**config.mk**
```make
export PLATFORM = sky130hd
export DESIGN_NAME = alu_issue
export DESIGN_NICKNAME = d
export VERILOG_FILES = /design/src/rtl/alu_issue.sv
export SDC_FILE = /design/constraint.sdc
export NUM_CORES = 1
export LEC_CHECK = 0
export ABC_CLOCK_PERIOD_IN_PS = 4300
export BUFFER_PORTS_ARGS = -buffer_cell sky130_fd_sc_hd__buf_4
export CAP_MARGIN = 10
export CORE_MARGIN = 2
export CORE_UTILIZATION = 55
export CTS_CLUSTER_SIZE = 16
export DETAILED_ROUTE_END_ITERATION = 7
export PLACE_DENSITY = 0.77
export SLEW_MARGIN = 15
export SYNTH_ARGS = -nofsm -noshare
export SYNTH_HDL_FRONTEND = slang
export SYNTH_SLANG_ARGS = --single-unit
export TNS_END_PERCENT = 20
```
**constraint.sdc**
```tcl
create_clock -name clk -period 4.3 [get_ports clk]
set_input_delay 0.86 -clock clk [delete_from_list [all_inputs] [get_ports clk]]
set_output_delay 0.86 -clock clk [all_outputs]
set_load 0.01 [all_outputs]
```
**src/rtl/alu_issue.sv**
```systemverilog
// rtl/alu_issue.sv - single-issue sequencer driving the 8-bit ALU from an internal 8x8 register file
// Optional zero flag output enabled by defining ALU_ISSUE_ZERO_FLAG_EN.
module alu_issue #(
  parameter int         DATA_W  = 8,
  parameter logic [4:0] LAST_OP = 5'b10000
) (
  input  logic              clk,
  input  logic              rst_n,
  input  logic              instr_valid,
  input  logic [15:0]       instr,
  output logic              instr_ready,
  output logic [DATA_W-1:0] alu_a1,
  output logic [DATA_W-1:0] alu_a2,
  output logic [4:0]        alu_ctrl,
  output logic              alu_en,
  input  logic [DATA_W-1:0] alu_o,
  input  logic [2:0]        alu_status,
  output logic              carry,
  output logic              wb_valid,
  output logic [2:0]        wb_addr,
  output logic [DATA_W-1:0] wb_data,
  output logic              busy
`ifdef ALU_ISSUE_ZERO_FLAG_EN
  ,
  output logic              zflag
`endif
);

  typedef enum logic [2:0] {IDLE, READ, EXEC, CAPT, WB} state_t;

  state_t            state, next_state;
  logic [15:0]       instr_q;
  logic [DATA_W-1:0] regs [0:7];
  logic              accept;
  logic [4:0]        op_q;
  logic [2:0]        rd_q;
  logic              unused_status;

  assign op_q          = instr_q[15:11];
  assign rd_q          = instr_q[10:8];
  assign accept        = instr_valid && (state == IDLE);
  assign instr_ready   = (state == IDLE);
  assign busy          = ~instr_ready;
  assign unused_status = ^alu_status[2:1];

  function automatic logic [DATA_W-1:0] read_reg(input logic [2:0] idx);
    return (idx == 3'd0) ? '0 : regs[idx];
  endfunction

  always_comb begin
    next_state = state;
    case (state)
      IDLE:    if (instr_valid) next_state = READ;
      READ:    next_state = (op_q > LAST_OP) ? IDLE : EXEC;
      EXEC:    next_state = CAPT;
      CAPT:    next_state = WB;
      WB:      next_state = IDLE;
      default: next_state = IDLE;
    endcase
  end

  always_ff @(posedge clk or negedge rst_n) begin
    if (!rst_n) state <= IDLE;
    else        state <= next_state;
  end

  // Outputs are registered on entry to the state they belong to, so alu_en and
  // wb_valid are glitch-free and the operands settle a full cycle ahead of alu_en.
  always_ff @(posedge clk or negedge rst_n) begin
    if (!rst_n) begin
      instr_q  <= '0;
      alu_a1   <= '0;
      alu_a2   <= '0;
      alu_ctrl <= '0;
      alu_en   <= 1'b0;
      carry    <= 1'b0;
      wb_valid <= 1'b0;
      wb_addr  <= '0;
      wb_data  <= '0;
`ifdef ALU_ISSUE_ZERO_FLAG_EN
      zflag    <= 1'b0;
`endif
      for (int i = 0; i < 8; i++) regs[i] <= '0;
    end else begin
      alu_en   <= (next_state == EXEC);
      wb_valid <= (next_state == WB);
      if (accept) begin
        instr_q  <= instr;
        alu_a1   <= read_reg(instr[7:5]);
        alu_a2   <= instr[4] ? {{(DATA_W-4){1'b0}}, instr[3:0]} : read_reg(instr[2:0]);
        alu_ctrl <= instr[15:11];
      end
      if (state == CAPT) begin
        wb_addr <= rd_q;
        wb_data <= alu_o;
        if (rd_q != 3'd0) regs[rd_q] <= alu_o;
        if (op_q == 5'b00000) carry <= alu_status[0];
`ifdef ALU_ISSUE_ZERO_FLAG_EN
        zflag <= (alu_o == '0);
`endif
      end
    end
  end

endmodule

```
* Word-level counts from Yosys, hierarchy flattened *
Cells that the tools add are included.

cells by class
  divide/modulo/power cells = 0
  equality and inequality tests = 5
  $mul = 0
  shift operators = 0
  $lt $le $gt $ge = 5
  bitwise operators = 4
  mux-type cells = 15
  reductions and logical operators = 9
  $add $sub $neg = 0

operators with widths
  cell                                                        count
  bitwise mux 64 bit                                          1
  two-way mux 8 bit                                           8
  binary-select mux 8 bit (select 3 bit)                      2
  demux 8 bit (select 3 bit)                                  1
  greater-or-equal comparator 4 bit, second input constant    3
  inverter 3 -> 4 bit                                         3
  one-hot mux 3 bit (4 select lines)                          1
  == test 3 x 2 -> 1 bit, second input constant               3
  zero test 3 bit                                             3
  > comparator 5 bit, second input constant                   1
  zero test 5 bit                                             1
  less-than comparator 4 x 1 -> 1 bit, second input constant  1
  AND reduction 2 bit                                         2
  == test 3 x 1 -> 1 bit, second input constant               1
  == test 3 bit, second input constant                        1
  two-way mux 3 bit                                           1
  nonzero test 3 bit                                          1
  logical AND 1 bit                                           2
  two-way mux 2 bit                                           1
  inverter 1 bit                                              1

word-level totals
  input port bits = 30
  register bits after elaboration = 118
  memories = 0
  word-level logic and storage cells = 56
  bits in read-only memories = 0
  output and inout port bits = 37
  bits in writable memories = 0
  bits in latches = 0

* Logic depth before layout (Yosys ltp) *
Gate-level depths: netlist (run 1).

  depth in word-level cells = 6
  mapped depth = 6
  depth with buffers taken out = 5

* Worst setup path before layout (run 1) *
OpenSTA, ideal clock, no wires.

  path kind = input to register
  from = in instr[1]
  to = reg alu_a2[3]
  library setup time = 0.121 ns
  stages = 5
  buffers on the path = 1
  arrival time = 2.002 ns
  setup slack = 2.177 ns
  cells stage by stage = clkbuf_1 mux4_2 nand2_1 nand3_1 a22o_1

on the way
  cells in the longest elaborated chain, start to end = 6
  elaborated cells between the ends (all ways) = 7

RTL lines
  item                                                  RTL line  RTL
  from (decl)                                           10        input logic [15:0] instr,
  inverter 3 -> 4 bit (not written as such)             47        return (idx == 3'd0) ? '0 : regs[idx];
  binary-select mux 8 bit (select 3 bit)                47
  two-way mux 8 bit (not written as such) (2 in a row)  47
  two-way mux 8 bit *                                   47
  two-way mux 8 bit *                                   90        alu_a2 <= instr[4] ? {{(DATA_W-4){1'b0}}, instr[3:0]} : read_reg(instr[2:0]);
  to (signal assigned)                                  90
  to (decl)                                             13        output logic [DATA_W-1:0] alu_a2,

Every way passes the cells marked *; elsewhere a longest branch is shown, timed or not. The select of a mux whose other input is x is not followed.
A chain may end at the register's enable or synchronous reset.

* Worst setup path after layout (run 1) *
  from = reg state[0]
  to = out busy

on the way
  cells in the longest elaborated chain, start to end = 2

RTL lines
  item                    RTL line  RTL
  from (decl)             31        state_t state, next_state;
  from (signal assigned)  64        else state <= next_state;
  zero test 3 bit         42        assign instr_ready = (state == IDLE);
  inverter 1 bit          43        assign busy = ~instr_ready;
  to (decl)               22        output logic busy

Every way passes these cells.

==> flow_metrics.py, run 1 <==
metrics = {
    "place": {
        "gp_congestion": 0.799,
        "dp_slack_ns": 1.89,
        "place_hpwl_mm": 6.63,
        "dpl.cell_count": 489,
        "placed_area_um2": 5160,
        "port_buffers": 64,
    },
    "clocking": {
        "ctsHoldBuffers": 0,
        "cts_sinks": 97,
        "clock_latency_ns": 0.37,
        "tritoncts": "done",
        "numCtsBuffers": 9,
        "cts_buffer_depth": 2,
        "cts_setup_buffers": 0,
        "clk_pin_slew_ns": 0.09,
        "clockRootBuffer": "clkbuf_8",
        "cts-resized-gates": 0,
        "cts_htree_levels": 3,
    },
    "critical_path": {
        "crit_family": "flip-flops",
        "worstSetupStartpointType": "flop",
        "rr_worst_depth": 4,
        "cp_cell_sequence": "nor3_1 > inv_1 > buf_4",
        "critPathSlowestCell": "dfrtp_1",
        "arrival_ns": 1.36,
        "r2r_slack_ns": 2.12,
        "path_max_fanout": 9,
        "cp.required_ns": 3.44,
        "slowest_delay_ns": 0.48,
        "cp-end-kind": "output port",
        "r2r-end": "regs[33]",
        "r2r-start": "state[2]",
        "cp_num_buf_inv": 2,
        "path_class": "flop to output port",
    },
    "yosys": {
        "ys_ff_latch": 97,
        "synth_top_cell_by_area": "dfrtp_1",
        "yosys-top-cells-area": "dfrtp_1 (52%), mux2_2 (19%), mux4_2 (7.3%)",
        "ys_async_sr_fraction_pct": 100,
        "synth_cell_types": 41,
        "synth_top_area_share_pct": 52.1,
        "synth.most_common_cell": "dfrtp_1",
        "synthCells": 343,
        "synthesis.nets": 373,
        "synthFlopType": "dfrtp_1",
        "syn-mean-instance-area_um2": 13.6,
        "ys_seq_area_share_pct": 52.1,
        "syn_area_um2": 4660,
        "yosys_warnings": 0,
        "netlist_top_cells_count": "dfrtp_1 (97), mux2_2 (78), nand2_1 (22)",
        "synth_edf_count": 0,
    },
    "status": {
        "status": "complete, no violations",
    },
    "floorplanning": {
        "start_util_pct": 56.7,
        "dieArea_um2": 9220,
        "die_h_um": 96.0,
        "die_w_um": 96.0,
        "rows": 33,
        "core_um2": 8220,
        "ios": 67,
    },
    "detailed_routing": {
        "antenna_left": 0,
        "drc": 0,
        "drt-pass1-iter-count": 4,
        "viasPerCell": 5.97,
        "drt_iter0_markers": 141,
        "vias": 3014,
        "wl_mm": 10.1,
        "wl_per_cell_um": 20.1,
    },
    "grt": {
        "grt_pass1_wl_mm": 16.1,
        "overflow": 0,
        "track_usage_pct": 23.8,
        "grt_max_degree": 50,
        "antenna_found_initial": 0,
        "grt_pass1_vias": 2996,
    },
    "sta": {
        "hold_violations": 0,
        "setup_viol": 0,
        "worstMarginPinSlew_ns": 1.07,
        "tns_ns": 0,
        "period_needed_ns": 2.22,
        "slew_headroom_pct": 28.6,
        "rsz0062_at_grt": "false",
        "whs_ns": 0.260,
        "drv_slew": 0,
        "timing.final.crit_share_pct": 51.5,
        "timing.fmax_mhz": 451,
        "fin_skew_ns": 0.00973,
        "finalWorstSetupSlack_ns": 2.08,
    },
    "cells_and_area": {
        "drive_above_1_share_pct": 47.0,
        "final_area_um2": 5380,
        "area_growth_pct": 15.6,
        "nets": 425,
        "fin_util_pct": 65.5,
        "antenna_cells": 0,
        "instances_no_fill": 505,
    },
    "hold_path": {
        "hp-class": "primary input to async pin",
    },
    "power": {
        "power_density_nw_per_um2": 668,
        "ir_drop_v": 0.000319,
        "p_leak_nw": 2.45,
        "finalPower_mw": 3.60,
    },
    "job": {
        "cap_violations": 0,
    },
}
[final cells by class]
cell class | instances | area [um^2]
multi-input cells | 215 | 2080
well taps | 105 | 131
flip-flops and latches | 97 | 2430
inverters | 5 | 18.8
clock buffers | 9 | 124
repair buffers | 67 | 503
clock inverters | 7 | 101
fillers | 605 | 2830
[worst register-to-register path: stages, from the launching register on]
cell,delay (ns)
dfrtp_1,0.44
and2b_1,0.25
nand2_2,0.09
nor3_2,0.86
mux2_2,0.42
[how the worst max path moves through the flow]
stage | from | to | slack (ns) | cells after the start
2_1_floorplan | instr[1] | alu_a2[3] | 2.18 | 5
3_3_place_gp | instr[5] | alu_a1[5] | 1.97 | 4
3_5_place_dp | instr[5] | alu_a1[0] | 1.89 | 4
4_1_cts | state[2] | busy | 2.07 | 3
5_1_grt | state[0] | busy | 1.98 | 3
6_report | state[0] | busy | 2.08 | 3
[placed cells by master (no fill, tap or decap), drive strengths merged, types with 3 or more instances in the layout]
cell | Yosys | final
a221oi | 10 | 10
nor3 | 5 | 5
inv | 5 | 8
clkbuf | 11 | 9
nand2 | 23 | 23
nand3 | 3 | 3
or3 | 3 | 3
nor2b | 12 | 12
o31ai | 8 | 8
mux4 | 15 | 15
dfrtp | 97 | 97
nor2 | 12 | 12
o41ai | 4 | 4
mux2i | 7 | 7
mux2 | 88 | 88
o21ai | 4 | 4
buf | 15 | 67
[power breakdown]
group / internal (mW) / leakage [nW] / switching, mW / total, mW
Clock: 0.335 / 0.112 / 0.334 / 0.669
Sequential: 1.33 / 1.21 / 0.312 / 1.64
Combinational: 0.783 / 1.13 / 0.508 / 1.29
Total: 2.44 / 2.45 / 1.15 / 3.60
[flip-flops by register name (all words and copies together), names as in the netlist]
name and cells:
state 3, carry 1, alu_a1 8, wb_valid 1
regs 56, wb_data 8, wb_addr 3, alu_a2 8
alu_ctrl 5, alu_en 1, instr_q 3
[per-layer routing]
metal,global-route usage [%],wire [um],up-vias
li1,-,-,1365
met5,0,0,-
met3,5.25,550,10
met4,7.38,128,0
met2,37.3,5140,79
met1,33.5,4320,1560
[cell families after synthesis]
logic type	share of synthesized area, %
AOI/OAI and AO/OA	6.34
buffers and inverters	3.28
and+or+nand+nor	7.58
muxes	30.7
DFF	52.1
(Power assumes the default switching activity.)
==> inputs of run 2 (changes only) <==
- ABC_AREA: default -> 1
- ABC_CLOCK_PERIOD_IN_PS: 4300 -> 2100
- clock period: 4.3 -> 2.1 ns (I/O delays scaled with it)
==> run 2 against run 1 <==
  * Via count grew 42%
  * Critical path depth grew 1
  * First-iteration DRC count grew 130%
  * Sequential cell count is the same
  * Sequential power grew 100%
  * Synthesized cell count grew 78%
  * Core utilization shrank 1.2 points
  * Critical path type unchanged
  * Largest cell class unchanged
  * Largest power group unchanged
==> flow_metrics.py, run 2 <==
metrics = {
    "critical_path": {
        "worstSetupStartpointType": "flop",
        "arrival_ns": 1.27,
        "slowest_delay_ns": 0.43,
        "r2r-end": "regs[12]",
        "crit_start": "state[1]",
        "critPathSlowestCell": "dfrtp_1",
        "path_max_fanout": 3,
        "cp-end-kind": "output port",
        "cp_cell_sequence": "nor2_1 > nand2_2 > inv_1 > buf_4",
        "path_class": "flop to output port",
        "cp.required_ns": 1.68,
        "r2r-start": "state[2]",
        "rr_worst_depth": 6,
        "r2r_slack_ns": 0.54,
        "crit_family": "flip-flops",
        "cp_num_buf_inv": 2,
    },
    "place": {
        "gp_congestion": 0.958,
        "port_buffers": 64,
        "placed_area_um2": 5360,
        "place_hpwl_mm": 8.32,
        "dp_slack_ns": 0.381,
    },
    "yosys": {
        "synthCells": 610,
        "synthFlopType": "dfrtp_1",
        "ys_ff_latch": 97,
        "ys_async_sr_fraction_pct": 100,
        "synth_top_cell_by_area": "dfrtp_1",
        "syn_area_um2": 4910,
        "ys_seq_area_share_pct": 49.4,
        "synth_top_area_share_pct": 49.4,
        "yosys_warnings": 0,
        "netlist_top_cells_count": "nand2_1 (208), dfrtp_1 (97), inv_1 (55)",
        "yosys-top-cells-area": "dfrtp_1 (49%), nand2_1 (16%), o21ai_0 (5.4%)",
        "synth.most_common_cell": "nand2_1",
        "synthesis.nets": 640,
        "syn-mean-instance-area_um2": 8.05,
        "synth_edf_count": 0,
        "synth_cell_types": 26,
    },
    "sta": {
        "tns_ns": 0,
        "setup_viol": 0,
        "timing.fmax_mhz": 593,
        "fin_skew_ns": 0.0140,
        "whs_ns": 0.253,
        "period_needed_ns": 1.69,
        "worstMarginPinSlew_ns": 0.628,
        "rsz0062_at_grt": "false",
        "slew_headroom_pct": 58.1,
        "timing.final.crit_share_pct": 80.3,
        "hold_violations": 0,
        "finalWorstSetupSlack_ns": 0.414,
        "drv_slew": 0,
    },
    "cells_and_area": {
        "largest_register_ffs": 56,
        "final_cell_mix": "nand2_1 (208), dfrtp_1 (97), buf_4 (70), inv_1 (55), o21ai_0 (53)",
        "nets": 691,
        "largest_register": "regs",
        "mostFrequentLayoutCell": "nand2_1",
        "final_area_um2": 5580,
        "drive_above_1_share_pct": 18.3,
        "antenna_cells": 0,
        "nFillCells": 760,
        "area_growth_pct": 13.7,
        "fin_util_pct": 64.3,
    },
    "detailed_routing": {
        "viasPerCell": 5.52,
        "wl_per_cell_um": 15.8,
        "antenna_left": 0,
        "drc": 0,
        "wl_mm": 12.2,
        "drt-pass1-iter-count": 6,
        "drt_iter0_markers": 321,
        "vias": 4269,
    },
    "job": {
        "cap_violations": 0,
    },
    "floorplanning": {
        "start_util_pct": 56.6,
        "die_h_um": 98.5,
        "dieArea_um2": 9700,
        "core_um2": 8680,
        "ios": 67,
        "rows": 34,
        "die_w_um": 98.5,
    },
    "clocking": {
        "cts_buffer_depth": 2,
        "numCtsBuffers": 9,
        "cts_sinks": 97,
        "clk_pin_slew_ns": 0.10,
        "clockRootBuffer": "clkbuf_8",
        "cts_htree_levels": 3,
        "clock_latency_ns": 0.36,
        "tritoncts": "done",
        "cts_setup_buffers": 0,
    },
    "status": {
        "status": "complete, no violations",
    },
    "grt": {
        "grt_max_degree": 41,
        "track_usage_pct": 25.9,
        "antenna_found_initial": 0,
        "overflow": 0,
        "grt_pass1_vias": 4059,
        "grt_pass1_wl_mm": 20.0,
    },
    "hold_path": {
        "hold_start": "alu_status[0]",
        "hp-class": "primary input to flop",
        "hold_path_depth": 3,
        "hold_path_end": "carry",
    },
    "power": {
        "ir_drop_v": 0.000484,
        "p_leak_nw": 3.00,
        "power_density_nw_per_um2": 1340,
    },
}
==> run 2: power breakdown <==
group	leakage (nW)	switching [mW]	internal, mW
Sequential	1.11	0.585	2.74
Combinational	1.78	1.63	1.21
Clock	0.113	0.642	0.698
Total	3.00	2.86	4.65
==> run 2: cell type report <==
| type | instances | area, um^2 | share of cell area, % |
|---|---|---|---|
| clock buffers | 10 | 138 | 2.46 |
| clock inverters | 5 | 78.8 | 1.41 |
| inverters | 61 | 234 | 4.19 |
| multi-input cells | 420 | 2020 | 36.1 |
| flip-flops and latches | 97 | 2430 | 43.5 |
| well taps | 108 | 135 | 2.42 |
| repair buffers | 72 | 556 | 9.95 |
==> run 2: worst max-delay path by stage <==
stage | slack (ns) | cells past startpoint | end
2_1_floorplan | 0.86 | 8 | alu_a2[5]
3_3_place_gp | 0.41 | 7 | alu_a1[5]
3_5_place_dp | 0.38 | 7 | alu_a1[4]
4_1_cts | 0.40 | 4 | instr_ready
5_1_grt | 0.34 | 4 | instr_ready
6_report | 0.41 | 4 | instr_ready
==> run 2: logic make-up after synthesis <==
| family | synth area share, % |
|---|---|
| AO/OA/AOI/OAI | 15.6 |
| flip-flops | 49.4 |
| AND/OR/NAND/NOR | 25.4 |
| buffers and inverters | 9.55 |
==> run 2: worst min-delay path, cell delays in order <==
cell	delay, ns
buf_4	0.08
nand2_1	0.04
o21ai_0	0.05
==> run 2: stage by stage <==
stage	cells	power, mW
6_report	773	7.51
5_1_grt	773	8.08
4_1_cts	773	7.54
3_5_place_dp	757	6.19
3_3_place_gp	757	6.08
2_1_floorplan	610	5.19
==> run 2: per-layer routing <==
layer | global-route usage (%) | vias up | part of all wire [%]
met2 | 39.5 | 193 | 46
met1 | 37.5 | 1996 | 44
met3 | 5.39 | 24 | 8.3
li1 | - | 2056 | -
met4 | 8.32 | 0 | 1.9
met5 | 0 | - | 0
==> run 2: repair_timing <==
item	in CTS	in global routing
setup endpoints to repair	0	0
resized for setup	0	0
hold buffers	1	0
hold endpoints to repair	17	0
==> inputs of run 3 (changes only) <==
- ABC_CLOCK_PERIOD_IN_PS: 2100 -> 1700
- clock period: 2.1 -> 1.7 ns (I/O delays scaled with it)
==> run 3 against run 2 <==
  * The flow now finishes with violations (hold timing)
  * Clock-buffer cell count up 1
  * Clock power up 13%
  * Setup slack worse by 0.32 ns
  * Non-clock buffer count up 6
  * Die area unchanged
  * Total power up 23%
  * Global-route usage up 1.4 points
  * Critical path depth unchanged
  * Final cell count up 0.91%
  * Worst hold slack worse by 0.26 ns
==> flow_metrics.py, run 3 (synthesized netlist as in run 2, its figures left out) <==
metrics = {
    "floorplanning": {
        "ios": 67,
        "core_um2": 8680,
        "start_util_pct": 56.6,
        "die_h_um": 98.5,
        "rows": 34,
        "die_w_um": 98.5,
        "dieArea_um2": 9700,
    },
    "detailed_routing": {
        "wl_met2_mm": 5.85,
        "drt_iter0_markers": 390,
        "drc": 0,
        "viasPerCell": 5.53,
        "drt-pass1-iter-count": 5,
        "antenna_left": 0,
        "top_layer": "met4",
        "drt-met1-wl_mm": 5.41,
        "met3_length_um": 931,
        "vias": 4312,
        "wl_mm": 12.6,
        "wl_per_cell_um": 16.2,
    },
    "sta": {
        "slew_headroom_pct": 66.0,
        "hold_violations": 2,
        "fin_skew_ns": 0.0142,
        "timing.fmax_mhz": 622,
        "tns_ns": 0,
        "rsz0062_at_grt": "false",
        "period_needed_ns": 1.61,
        "timing.final.crit_share_pct": 94.6,
        "drv_slew": 0,
        "setup_viol": 0,
        "worstMarginPinSlew_ns": 0.509,
        "whs_ns": -0.00420,
    },
    "clocking": {
        "cts_buffer_depth": 2,
        "cts_htree_levels": 3,
        "numCtsBuffers": 9,
        "clk_pin_slew_ns": 0.10,
        "clockRootBuffer": "clkbuf_8",
        "cts_setup_buffers": 0,
        "ctsHoldBuffers": 0,
        "cts-resized-gates": 0,
        "clock_latency_ns": 0.38,
        "cts_sinks": 97,
        "tritoncts": "done",
    },
    "critical_path": {
        "cp.required_ns": 1.36,
        "path_max_fanout": 3,
        "rr_worst_depth": 6,
        "cp-end-kind": "output port",
        "arrival_ns": 1.27,
        "worstSetupStartpointType": "flop",
        "path_class": "flop to output port",
    },
    "power": {
        "finalPower_mw": 9.22,
        "ir_drop_v": 0.000719,
        "power_density_nw_per_um2": 1640,
        "p_leak_nw": 3.01,
    },
    "grt": {
        "grt_pass1_wl_mm": 20.8,
        "grt_pass1_vias": 3975,
        "track_usage_pct": 27.3,
        "overflow": 0,
        "antenna_found_initial": 0,
        "grt_max_degree": 98,
    },
    "place": {
        "place_hpwl_mm": 8.61,
        "port_buffers": 64,
        "gp_congestion": 0.978,
    },
    "cells_and_area": {
        "drive_above_1_share_pct": 19.0,
        "area_growth_pct": 14.3,
        "final_cell_mix": "nand2_1 (208), dfrtp_1 (97), buf_4 (76), inv_1 (55), o21ai_0 (53)",
        "antenna_cells": 0,
        "mostFrequentLayoutCell": "nand2_1",
        "largest_register_ffs": 56,
        "nets": 697,
        "largest_register": "regs",
    },
    "job": {
        "cap_violations": 0,
    },
    "status": {
        "violations": "hold timing",
        "status": "finished with violations",
    },
    "hold_path": {
        "hp-class": "primary input to async pin",
    },
}
## run 3: path summary, 6_finish.rpt
path / start / end / slack, ns
worst max-delay path: state[1] / instr_ready / 0.09
worst max register to register: state[1] / alu_a1[5] / 0.23
worst min register to register: alu_a1[4] / alu_a1[4] / 0.49
worst min-delay path: rst_n / alu_en / -0.004
min in group clk: instr[15] / alu_ctrl[4] / 0.16
max in group asynchronous: rst_n / regs[36] / 1.30
## run 3: through the flow
stage | hold WS, ns | setup slack [ns] | util [%] | instances | cell area (um^2)
3_5_place_dp | 0.438 | 0.226 | 62.5 | 764 | 5420
5_1_grt | 0.0491 | 0.0135 | 64.7 | 780 | 5620
6_report | -0.00420 | 0.0912 | 64.7 | 780 | 5620
4_1_cts | 0.0285 | 0.0720 | 64.7 | 780 | 5620
3_3_place_gp | 0.429 | 0.226 | 62.5 | 764 | 5420
2_1_floorplan | 0.0444 | 0.473 | - | 610 | 4910
## run 3: final cells by class
cell class                 count  area, um^2
clock buffer                  11         131
clock inverter                 5        62.6
fill                         779        3060
inverter                      61         234
multi-input combinational    420        2020
sequential                    97        2430
tap                          108         135
timing repair buffer          78         611
## run 3: power by group
group	switching [mW]	internal, mW	total, mW
Sequential	0.755	3.38	4.14
Clock	0.830	0.692	1.52
Combinational	2.04	1.51	3.56
## run 3: routing by layer
metal / global-route usage, % / vias up
met1: 38.9 / 2029
met4: 12.1 / 0
met5: 0 / -
met3: 3.90 / 30
li1: - / 2079
met2: 42.0 / 174
## run 3: critical path: stages (launching register included)
cell and delay (ns):
dfrtp_1 0.43, nor2_1 0.17, nand2_2 0.11, inv_1 0.07
buf_4 0.11
